File: src/rtl/mult_div_if.sv
// -----------------------------------------------------------------------------
// mult_div_if
//   Request/result bundle between the execute-stage control path and the
//   multiply/divide unit.
//
//   Parameter:
//     WIDTH   operand width (HI and LO are each WIDTH bits)
//
//   Signals:
//     start    request a new operation (honoured only while busy = 0)
//     op       operation select: 000 MULT, 001 MULTU, 010 DIV, 011 DIVU,
//              100 MTHI, 101 MTLO, 110/111 ignored
//     a        multiplicand / dividend / MTHI-MTLO source (rs)
//     b        multiplier / divisor (rt)
//     busy     operation in progress, new requests ignored
//     done     one-cycle pulse: hi/lo show the new result this cycle
//     divzero  qualified by done: the divide had a zero divisor
//     hi, lo   architectural HI/LO registers
//
//   Modports:
//     master   the requester (control path)
//     slave    the multiply/divide unit
// -----------------------------------------------------------------------------
interface mult_div_if #(
  parameter int WIDTH = 32
);
  logic             start;
  logic [2:0]       op;
  logic [WIDTH-1:0] a;
  logic [WIDTH-1:0] b;
  logic             busy;
  logic             done;
  logic             divzero;
  logic [WIDTH-1:0] hi;
  logic [WIDTH-1:0] lo;

  modport master (
    output start, op, a, b,
    input  busy, done, divzero, hi, lo
  );

  modport slave (
    input  start, op, a, b,
    output busy, done, divzero, hi, lo
  );
endinterface

File: src/rtl/mult_div_unit.sv
// -----------------------------------------------------------------------------
// mult_div_unit
//   Iterative multiply/divide unit with architectural HI/LO registers.
//   Serves MULT, MULTU, DIV, DIVU, MTHI and MTLO.
//
//   Multiply: radix-2 shift-add over WIDTH cycles on operand magnitudes.
//   Divide:   restoring shift-subtract over WIDTH cycles on magnitudes.
//   A final FIX cycle applies two's-complement sign correction and writes
//   HI/LO, so a full operation takes WIDTH+1 cycles from the accepting edge.
//
//   Configuration macro:
//     MDU_FAST_MUL_EN  when defined, MULT/MULTU use a single-cycle multiplier
//                      and go straight from IDLE to FIX (latency 1).
//                      Division is unaffected.
//
//   Ports:
//     clk    clock, rising edge
//     reset  synchronous, active-high reset
//     bus    mult_div_if.slave (start/op/a/b in, busy/done/divzero/hi/lo out)
// -----------------------------------------------------------------------------
module mult_div_unit #(
  parameter int WIDTH = 32
) (
  input  logic        clk,
  input  logic        reset,
  mult_div_if.slave   bus
);

  localparam int CNT_W = $clog2(WIDTH) + 1;

  localparam logic [2:0] OP_MULT  = 3'b000;
  localparam logic [2:0] OP_MULTU = 3'b001;
  localparam logic [2:0] OP_DIV   = 3'b010;
  localparam logic [2:0] OP_DIVU  = 3'b011;
  localparam logic [2:0] OP_MTHI  = 3'b100;
  localparam logic [2:0] OP_MTLO  = 3'b101;

  typedef enum logic [1:0] {
    S_IDLE,
    S_RUN,
    S_FIX
  } state_e;

  state_e             state;
  logic [CNT_W-1:0]   cnt;
  // Shared working register:
  //   multiply: {partial product high, multiplier being shifted out}
  //   divide:   {partial remainder, dividend shifting into quotient}
  logic [2*WIDTH-1:0] acc;
  logic [WIDTH-1:0]   opnd;       // multiplicand or divisor magnitude
  logic [WIDTH-1:0]   dvd_raw;    // raw dividend, returned in HI on divide-by-zero
  logic               is_div;
  logic               div_zero;
  logic               neg_q;      // negate product / quotient in FIX
  logic               neg_r;      // negate remainder in FIX

  logic               busy_q;
  logic               done_q;
  logic               divzero_q;
  logic [WIDTH-1:0]   hi_q;
  logic [WIDTH-1:0]   lo_q;

  // ---------------------------------------------------------------------------
  // Combinational datapath
  // ---------------------------------------------------------------------------
  logic               signed_op;
  logic [WIDTH-1:0]   mag_a;
  logic [WIDTH-1:0]   mag_b;
  logic [WIDTH:0]     add_sum;
  logic [2*WIDTH-1:0] mul_next;
  logic [WIDTH:0]     shifted;
  logic               fits;
  logic [WIDTH-1:0]   sub;
  logic [2*WIDTH-1:0] div_next;
  logic [2*WIDTH-1:0] prod_fix;
  logic [WIDTH-1:0]   res_hi;
  logic [WIDTH-1:0]   res_lo;
`ifdef MDU_FAST_MUL_EN
  logic [2*WIDTH-1:0] fast_prod;
`endif

  // NOTE: every signal written here gets a default first, so no path through
  // the block leaves it unassigned and no latch is inferred.
  always_comb begin
    signed_op = (bus.op == OP_MULT) || (bus.op == OP_DIV);
    mag_a     = (signed_op && bus.a[WIDTH-1]) ? -bus.a : bus.a;
    mag_b     = (signed_op && bus.b[WIDTH-1]) ? -bus.b : bus.b;

    // Shift-add step: conditionally add the multiplicand to the upper half,
    // then shift the whole accumulator right by one (carry enters the top).
    add_sum  = {1'b0, acc[2*WIDTH-1:WIDTH]} + (acc[0] ? {1'b0, opnd} : '0);
    mul_next = {add_sum, acc[WIDTH-1:1]};

    // Restoring step: bring the next dividend bit into the remainder and
    // subtract the divisor if it fits. The remainder is always below the
    // divisor afterwards, so the WIDTH-bit modular difference is exact.
    shifted  = {acc[2*WIDTH-1:WIDTH], acc[WIDTH-1]};
    fits     = (shifted >= {1'b0, opnd});
    sub      = shifted[WIDTH-1:0] - opnd;
    div_next = {(fits ? sub : shifted[WIDTH-1:0]), acc[WIDTH-2:0], fits};

    prod_fix = neg_q ? -acc : acc;

    res_hi = prod_fix[2*WIDTH-1:WIDTH];
    res_lo = prod_fix[WIDTH-1:0];
    if (div_zero) begin
      res_hi = dvd_raw;
      res_lo = '1;
    end else if (is_div) begin
      res_hi = neg_r ? -acc[2*WIDTH-1:WIDTH] : acc[2*WIDTH-1:WIDTH];
      res_lo = neg_q ? -acc[WIDTH-1:0]       : acc[WIDTH-1:0];
    end

`ifdef MDU_FAST_MUL_EN
    fast_prod = {{WIDTH{1'b0}}, mag_a} * {{WIDTH{1'b0}}, mag_b};
`endif
  end

  // ---------------------------------------------------------------------------
  // Control FSM and registers
  // ---------------------------------------------------------------------------
  // NOTE: all state uses non-blocking assignments so every register samples
  // the pre-edge values, independent of statement order in this block.
  always_ff @(posedge clk) begin
    if (reset) begin
      state     <= S_IDLE;
      cnt       <= '0;
      acc       <= '0;
      opnd      <= '0;
      dvd_raw   <= '0;
      is_div    <= 1'b0;
      div_zero  <= 1'b0;
      neg_q     <= 1'b0;
      neg_r     <= 1'b0;
      busy_q    <= 1'b0;
      done_q    <= 1'b0;
      divzero_q <= 1'b0;
      hi_q      <= '0;
      lo_q      <= '0;
    end else begin
      done_q    <= 1'b0;
      divzero_q <= 1'b0;

      unique case (state)
        S_IDLE: begin
          if (bus.start) begin
            case (bus.op)
              OP_MULT, OP_MULTU: begin
                opnd     <= mag_b;
                is_div   <= 1'b0;
                div_zero <= 1'b0;
                neg_q    <= signed_op & (bus.a[WIDTH-1] ^ bus.b[WIDTH-1]);
                neg_r    <= 1'b0;
                cnt      <= '0;
                busy_q   <= 1'b1;
`ifdef MDU_FAST_MUL_EN
                acc      <= fast_prod;
                state    <= S_FIX;
`else
                acc      <= {{WIDTH{1'b0}}, mag_a};
                state    <= S_RUN;
`endif
              end
              OP_DIV, OP_DIVU: begin
                opnd     <= mag_b;
                acc      <= {{WIDTH{1'b0}}, mag_a};
                dvd_raw  <= bus.a;
                is_div   <= 1'b1;
                div_zero <= (bus.b == '0);
                neg_q    <= signed_op & (bus.a[WIDTH-1] ^ bus.b[WIDTH-1]);
                neg_r    <= signed_op & bus.a[WIDTH-1];
                cnt      <= '0;
                busy_q   <= 1'b1;
                state    <= (bus.b == '0) ? S_FIX : S_RUN;
              end
              OP_MTHI: begin
                hi_q   <= bus.a;
                done_q <= 1'b1;
              end
              OP_MTLO: begin
                lo_q   <= bus.a;
                done_q <= 1'b1;
              end
              default: ; // 110/111: no state change, no done
            endcase
          end
        end

        S_RUN: begin
          acc <= is_div ? div_next : mul_next;
          cnt <= cnt + CNT_W'(1);
          if (cnt == CNT_W'(WIDTH - 1)) begin
            state <= S_FIX;
          end
        end

        S_FIX: begin
          hi_q      <= res_hi;
          lo_q      <= res_lo;
          done_q    <= 1'b1;
          divzero_q <= div_zero;
          busy_q    <= 1'b0;
          state     <= S_IDLE;
        end

        default: state <= S_IDLE;
      endcase
    end
  end

  assign bus.busy    = busy_q;
  assign bus.done    = done_q;
  assign bus.divzero = divzero_q;
  assign bus.hi      = hi_q;
  assign bus.lo      = lo_q;

endmodule
File: src/flat_wrapper.sv
// flat-port wrapper written by rule: the top's interface ports become plain ports
module mult_div_unit_flat 
#(
  parameter int WIDTH = 32
)
  (clk, reset, bus_start, bus_op, bus_a, bus_b, bus_busy, bus_done, bus_divzero, bus_hi, bus_lo);
  mult_div_if #(.WIDTH(WIDTH)) bus_i ();
  input  logic clk;
  input  logic reset;
  input wire logic [$bits(bus_i.start)-1:0] bus_start;
  input wire logic [$bits(bus_i.op)-1:0] bus_op;
  input wire logic [$bits(bus_i.a)-1:0] bus_a;
  input wire logic [$bits(bus_i.b)-1:0] bus_b;
  output wire logic [$bits(bus_i.busy)-1:0] bus_busy;
  output wire logic [$bits(bus_i.done)-1:0] bus_done;
  output wire logic [$bits(bus_i.divzero)-1:0] bus_divzero;
  output wire logic [$bits(bus_i.hi)-1:0] bus_hi;
  output wire logic [$bits(bus_i.lo)-1:0] bus_lo;
  assign bus_i.start = bus_start;
  assign bus_i.op = bus_op;
  assign bus_i.a = bus_a;
  assign bus_i.b = bus_b;
  assign bus_busy = bus_i.busy;
  assign bus_done = bus_i.done;
  assign bus_divzero = bus_i.divzero;
  assign bus_hi = bus_i.hi;
  assign bus_lo = bus_i.lo;
  mult_div_unit #(.WIDTH(WIDTH)) u_core (.clk(clk), .reset(reset), .bus(bus_i));
endmodule
File: config.mk
export PLATFORM = sky130hd
export DESIGN_NAME = mult_div_unit_flat
export DESIGN_NICKNAME = d
export VERILOG_FILES = /design/src/rtl/mult_div_if.sv /design/src/rtl/mult_div_unit.sv /design/src/flat_wrapper.sv
export SDC_FILE = /design/constraint.sdc
export NUM_CORES = 1
export LEC_CHECK = 0
export ABC_AREA = 1
export BUFFER_PORTS_ARGS = -buffer_cell sky130_fd_sc_hd__clkbuf_2
export CAP_MARGIN = 30
export CORE_UTILIZATION = 50
export DETAILED_ROUTE_END_ITERATION = 8
export GPL_ROUTABILITY_DRIVEN = 0
export HOLD_SLACK_MARGIN = 0.05
export PLACE_DENSITY_LB_ADDON = 0.1
export SLEW_MARGIN = 20
export SYNTH_ARGS = -nofsm -noshare
export SYNTH_HDL_FRONTEND = slang
export SYNTH_SLANG_ARGS = --single-unit
File: constraint.sdc
create_clock -name clk -period 5.32 [get_ports clk]
set_input_delay 0.266 -clock clk [delete_from_list [all_inputs] [get_ports clk]]
set_output_delay 0.266 -clock clk [all_outputs]
set_load 0.01 [all_outputs]
==> results of run 1 <==
[state kept, by name (all words and copies together) (netlist names)]
| register | count |
|---|---|
| u_core.bus.hi | 32 |
| u_core.dvd_raw | 32 |
| u_core.bus.lo | 32 |
| u_core.neg_q | 1 |
| u_core.neg_r | 1 |
| u_core.bus.done | 1 |
| u_core.state | 2 |
| u_core.is_div | 1 |
| u_core.opnd | 32 |
| u_core.cnt | 6 |
| u_core.div_zero | 1 |
| u_core.acc | 64 |
| u_core.bus.divzero | 1 |
| u_core.bus.busy | 1 |
[metal layers]
metal | vias to the layer above | track usage [%]
met4 | 0 | 19.3
met3 | 263 | 10.2
met1 | 10400 | 56.3
li1 | 11000 | -
met5 | - | 0
met2 | 1493 | 56.9
[worst max-delay path, stage by stage (launching register included)]
cell and delay [ns]:
dfxtp_1 0.75, ha_1 0.42, nand2_1 0.13, inv_1 0.05, a21oi_1 0.21, nand2_1 0.10, nand2_1 0.06, nand2_1 0.07
nor2_2 0.20, nand2_4 0.29, nor2_2 0.74, nand2_1 0.14, nand3b_1 0.13, a21oi_1 0.07
[final cells by class]
type,instances,area share [%]
clock inverter,12,1.15
tap,468,2.81
clock buffer,34,3.27
timing repair buffer,189,5.79
sequential,207,19.9
multi-input combinational,2573,59.0
inverter,444,8.01
[logic make-up (layout without fill, tap and decap cells)]
group	Yosys count	in the layout	share of synthesized area (%)
simple gates	1811	1811	40.2
compound gates	648	648	18.7
buf+inv	576	679	11.9
flops	207	207	22.3
fa+ha+maj	71	71	4.85
xor+xnor	43	43	2.02
[stage by stage]
stage | worst slack (ns) | cell area (um2) | hold slack, ns
floorplan | 2.86 | 18600 | 0.415
finish | 1.76 | 20800 | 0.0615
global placement | 1.94 | 19500 | 0.455
detailed placement | 1.92 | 19600 | 0.462
global route | 1.62 | 20800 | 0.0740
CTS | 1.91 | 20800 | 0.0503
[repair_timing]
item / CTS / global route
endpoints found under the hold margin: 30 / 0
endpoints found under the setup margin: 0 / 0
hold buffers: 29 / 0
[power by group]
group	internal (mW)	total [mW]	switching, mW
clock	1.20	1.95	0.752
combinational	0.457	1.56	1.11
sequential	1.64	1.74	0.102
total	3.29	5.25	1.96
[worst paths after layout]
path	start	endpoint	slack, ns
max reg2reg	u_core.acc[54]	u_core.acc[43]	1.76
min	bus_b[31]	u_core.opnd[31]	0.06
max	u_core.acc[54]	u_core.acc[43]	1.76
min reg2reg	u_core.bus.busy	u_core.bus.busy	0.47
[layout by cell type (no fill, tap or decap), drive strengths merged, types with 3 or more instances in the layout]
| cell type | synthesis | layout |
|---|---|---|
| nor4 | 4 | 4 |
| nor2 | 481 | 481 |
| a21o | 4 | 4 |
| o22ai | 24 | 24 |
| or2 | 5 | 5 |
| a21oi | 270 | 270 |
| o21a | 3 | 3 |
| o31ai | 11 | 11 |
| nand4 | 42 | 42 |
| clkinv | 2 | 6 |
| o211ai | 6 | 6 |
| and2 | 6 | 6 |
| o32ai | 5 | 5 |
| inv | 442 | 443 |
| nand2 | 967 | 967 |
| clkbuf | 97 | 170 |
| xor2 | 22 | 22 |
| dlygate4sd3 | 0 | 29 |
| buf | 35 | 24 |
| xnor2 | 21 | 21 |
| o21ai | 265 | 265 |
| nand3 | 239 | 239 |
| a31oi | 49 | 49 |
| nand3b | 25 | 25 |
| dfxtp | 207 | 207 |
| nor3 | 39 | 39 |
| bufinv | 0 | 6 |
| o21bai | 8 | 8 |
| ha | 69 | 69 |
==> flow_metrics.py, run 1 <==
metrics = {
    "cells_and_area": {
        "multi_input_area_mm2": 0.0123,
        "stdcell_count": 3927,
        "area_delta_synth_final_pct": 11.8,
        "drive_gt1_share_pct": 7.37,
        "final-seq-area_mm2": 0.00415,
        "nNetsFinal": 3581,
        "fill_cells": 3871,
        "fin_util_pct": 56.8,
        "n_antenna_cell": 0,
    },
    "route": {
        "drtAntennaViolNets": 0,
        "drc": 0,
        "drt_iter0_drc": 3051,
        "wl_per_cell_um": 20.0,
        "vias": 23200,
        "wl_met2_um": 31100,
        "wirelength_um": 78500,
        "viasPerCell": 5.91,
        "dr.pass1.iters": 6,
        "wl_met3_um": 10800,
        "routedLengthMet1_um": 32500,
        "routed.top_layer": "met4",
    },
    "logic_synthesis": {
        "synth-main-ff-cell": "dfxtp_1",
        "synth.yosys.seq_area_share_pct": 22.3,
        "synth_top_cells_by_area": "dfxtp_1 22%, nand2_1 19%, nor2_1 9.4%",
        "synth_top_area_share_pct": 22.3,
        "yosys_register_bits": 207,
        "async_flop_share_pct": 0,
        "yosys.area.top_type": "dfxtp_1",
        "ys_warn_count": 0,
        "syn_area_mm2": 0.0186,
        "synth_most_common_cell": "nand2_1",
        "synth_edf_count": 0,
        "syn_area_per_cell_um2": 5.55,
        "synthCells": 3356,
        "synth.distinct_cells": 48,
        "synthTopCellsByCount": "962 x nand2_1, 467 x nor2_1, 431 x inv_1, 268 x a21oi_1, 250 x o21ai_0",
        "syn_nets": 3497,
    },
    "global_route": {
        "antenna_found_initial": 1,
        "grt_remaining_overflow": 0,
        "grt_usage_pct": 40.2,
        "grt_pass1_wl_um": 119000,
        "grt_pass1_vias": 20700,
        "grt_max_degree": 98,
    },
    "clocking": {
        "clk_pin_slew_ns": 0.06,
        "ctsResizeCount": 0,
        "post_cts.repair.setup_buffers": 0,
        "root_buffer": "clkbuf_16",
        "numCtsBuffers": 25,
        "clkLatencyLatePin_ns": 0.57,
        "clockBufferDepth": 3,
        "cts.htree.levels": 1,
        "clock-sinks": 207,
        "cts_tree": "built",
    },
    "timing": {
        "tightest_slew_ns": 1.04,
        "fmax_ghz": 0.281,
        "setup_viol": 0,
        "slew_headroom_pct": 30.6,
        "rsz0062_at_grt": "false",
        "fin_skew_ns": 0.0174,
        "slew_viol_final": 0,
        "fin_crit_ns": 3.56,
        "finalSetupTns_ns": 0,
        "hold_viol_final": 0,
        "fin_crit_sh_pct": 66.9,
    },
    "power_and_ir_drop": {
        "p_total_mw": 5.25,
        "power_density_mw_per_mm2": 252,
        "ir_drop_mv": 0.289,
        "leakagePower_nw": 10.5,
    },
    "run": {
        "max_cap_viol_count": 0,
    },
    "placed_design": {
        "dp_hpwl_um": 58400,
        "port_buffers": 136,
        "placedCellCount": 3850,
    },
    "floorplan": {
        "dieHeight_um": 195,
        "rows": 70,
        "core_mm2": 0.0366,
        "die_w_um": 195,
        "start_util_pct": 50.8,
        "ios": 137,
        "die-area_mm2": 0.0380,
    },
    "setup_path": {
        "crit_fanout": 34,
        "worst-setup-path-type": "flip-flop to flip-flop",
        "rr_worst_depth": 13,
        "cp-start-kind": "flip-flop",
        "cp.arrival_ns": 3.95,
        "crit_path_end_kind": "flip-flop",
        "required_ns": 5.71,
    },
    "hold_path": {
        "min_delay_path_depth": 3,
        "hold_path.class": "primary input to flip-flop",
    },
    "run_status": {
        "outcome": "finished clean",
    },
}
Note: power is estimated with default switching activity, not from simulation.
==> inputs of run 2 (changes only) <==
ABC_AREA = 0   (was 1)
clock period = 3.2 ns   (was 5.32 ns; I/O delays follow)
==> run 2 against run 1 <==
Against the previous run: the run now ends with DRC, setup timing left; largest cell class unchanged; non-clock buffer count up 242; worst hold slack worse by 0.027 ns; design area down 4.0%; die area down 16%; critical endpoint is now u_core.acc[51]; count of clock-buffer cells in the layout down 2; combinational power up 120%.
==> flow_metrics.py, run 2 <==
metrics = {
    "run": {
        "max_cap_viol_count": 0,
    },
    "setup_path": {
        "crit_fanout": 6,
        "crit_path_end_kind": "flip-flop",
        "required_ns": 3.68,
        "worst-setup-path-type": "flip-flop to flip-flop",
        "cp-start-kind": "flip-flop",
        "cp.arrival_ns": 3.72,
        "reg2reg_slack_ns": -0.04,
    },
    "route": {
        "wirelength_um": 60200,
        "drt_iter0_drc": 2102,
        "viasPerCell": 6.31,
        "dr.pass1.iters": 9,
        "wl_per_cell_um": 21.6,
        "vias": 17600,
        "drc": 10,
        "drtAntennaViolNets": 0,
    },
    "clocking": {
        "cts_tree": "built",
        "root_buffer": "clkbuf_16",
        "numCtsBuffers": 26,
        "clockBufferDepth": 3,
        "clkLatencyLatePin_ns": 0.58,
        "cts.htree.levels": 1,
        "clock-sinks": 207,
        "clk_pin_slew_ns": 0.06,
    },
    "cells_and_area": {
        "final-seq-area_mm2": 0.00415,
        "fill_cells": 2691,
        "stdcell_count": 2793,
        "multi_input_area_mm2": 0.0111,
        "largest_reg_flops": 64,
        "final_common_cell": "nand2_1",
        "n_antenna_cell": 0,
        "area_delta_synth_final_pct": 27.4,
        "largest-register": "u_core.acc",
        "final_cell_mix": "235 x nand2_1, 225 x buf_4, 205 x dfxtp_1",
        "nNetsFinal": 2518,
        "drive_gt1_share_pct": 22.6,
        "fin_util_pct": 65.0,
    },
    "floorplan": {
        "core_mm2": 0.0307,
        "die_w_um": 179,
        "die-area_mm2": 0.0321,
        "dieHeight_um": 179,
        "start_util_pct": 51.0,
        "ios": 137,
        "rows": 64,
    },
    "logic_synthesis": {
        "synthTopCellsByCount": "235 x nand2_1, 207 x dfxtp_1, 204 x a21oi_1, 177 x nor2_1, 135 x o21ai_0",
        "synth_top_cells_by_area": "dfxtp_1 26%, a21oi_1 6.5%, xnor2_1 5.7%",
        "syn_nets": 2217,
        "ys_warn_count": 0,
        "syn_area_mm2": 0.0157,
        "yosys_register_bits": 207,
        "synth_most_common_cell": "nand2_1",
        "synthCells": 2076,
        "synth-main-ff-cell": "dfxtp_1",
        "async_flop_share_pct": 0,
        "synth.distinct_cells": 93,
        "syn_area_per_cell_um2": 7.56,
        "synth_top_area_share_pct": 26.4,
        "yosys.area.top_type": "dfxtp_1",
        "synth_edf_count": 0,
        "synth.yosys.seq_area_share_pct": 26.4,
    },
    "placed_design": {
        "dp_slack_ns": -0.208,
        "port_buffers": 136,
        "placedCellCount": 2678,
        "dp_hpwl_um": 43700,
    },
    "timing": {
        "setup_viol": 3,
        "tightest_slew_ns": 0.943,
        "fin_skew_ns": 0.0437,
        "finalSetupTns_ns": -0.0655,
        "fin_ws_ns": -0.0435,
        "hold_ws_ns": 0.0342,
        "fin_crit_ns": 3.24,
        "slew_viol_final": 0,
        "fmax_ghz": 0.308,
        "fin_crit_sh_pct": 101,
        "hold_viol_final": 0,
        "rsz0062_at_grt": "true",
        "slew_headroom_pct": 36.5,
    },
    "hold_path": {
        "hold_path.class": "primary input to flip-flop",
    },
    "run_status": {
        "violations": "DRC, setup timing",
        "outcome": "finished with violations",
    },
    "global_route": {
        "grt_usage_pct": 36.2,
        "grt_pass1_vias": 16000,
        "antenna_found_initial": 1,
        "grt_pass1_wl_um": 90000,
        "grt_remaining_overflow": 0,
        "grt_max_degree": 72,
    },
    "power_and_ir_drop": {
        "leakagePower_nw": 8.18,
        "ir_drop_mv": 0.463,
        "power_density_mw_per_mm2": 468,
    },
}
## run 2: changes by cell type in the layout (fill, tap and decap cells not counted), sizes merged, moves of 38 or more
cell    delta
nand2    -731
inv      -385
a211oi    +56
o21ai    -127
xor2      +38
xnor2     +81
mux2i     +56
a22oi     +54
a21oi     -65
nor2     -304
nand3    -203
buf      +211
## run 2: routing by layer
layer | global-route usage, % | vias to the layer above | share of wire [%]
met5 | 0 | - | 0.018
li1 | - | 8197 | -
met4 | 12.1 | 2 | 4.0
met3 | 8.59 | 188 | 11
met2 | 54.1 | 962 | 42
met1 | 50.6 | 8271 | 43
## run 2: layout make-up
cell class | count | share of cell area [%]
Inverter | 58 | 1.09
Tap cell | 396 | 2.48
Sequential cell | 207 | 20.8
Multi-Input combinational cell | 1653 | 55.7
Clock inverter | 16 | 0.808
Clock buffer | 32 | 3.42
Timing Repair Buffer | 431 | 15.7
## run 2: logic make-up (layout without fill, tap and decap cells)
logic type / after synthesis / count (layout) / share of synthesized area, %
adder cells (fa/ha/maj): 71 / 71 / 5.76
AND/OR/NAND/NOR: 660 / 660 / 20.1
AO/OA/AOI/OAI: 701 / 701 / 29.0
multiplexers: 59 / 59 / 3.79
buffers and inverters: 216 / 537 / 5.95
XOR/XNOR: 162 / 162 / 9.04
flip-flops: 207 / 207 / 26.4
## run 2: where the power goes
part           switching, mW  internal [mW]  total (mW)
combinational           2.03           1.41        3.44
sequential             0.169           2.78        2.95
clock                   1.27           1.69        2.97
## run 2: worst max-delay path: stages (launching register included)
cell      delay (ns)
dfxtp_2         0.36
buf_6           0.12
and2_4          0.14
ha_4            0.13
inv_2           0.04
fa_2            0.38
nand2b_4        0.15
a21o_1          0.21
a31o_4          0.23
and3_4          0.16
o41ai_4         0.35
buf_6           0.21
buf_4           0.13
xor2_1          0.16
o21ai_1         0.10
o31ai_2         0.28
## run 2: metrics by stage
step	cell area [um2]	power (mW)
3_5_place_dp	18000	6.15
5_1_grt	20000	9.73
2_1_floorplan	15700	4.92
3_3_place_gp	17900	6.11
6_report	20000	9.36
4_1_cts	19500	9.16
## run 2: final timing paths
kind	cells past startpoint	from	endpoint
setup / recovery	15	u_core.acc[0]	u_core.acc[51]
hold / removal	3	bus_b[16]	u_core.opnd[16]
setup reg to reg	15	u_core.acc[0]	u_core.acc[51]
hold reg to reg	2	u_core.dvd_raw[9]	u_core.dvd_raw[9]
## run 2: repair_timing
item,4_1_cts,5_1_grt
endpoints found under the hold margin,76,0
resized for setup,19,85
hold buffers,61,0
setup buffers,2,4
pin swaps,5,35
setup endpoints to repair,29,54
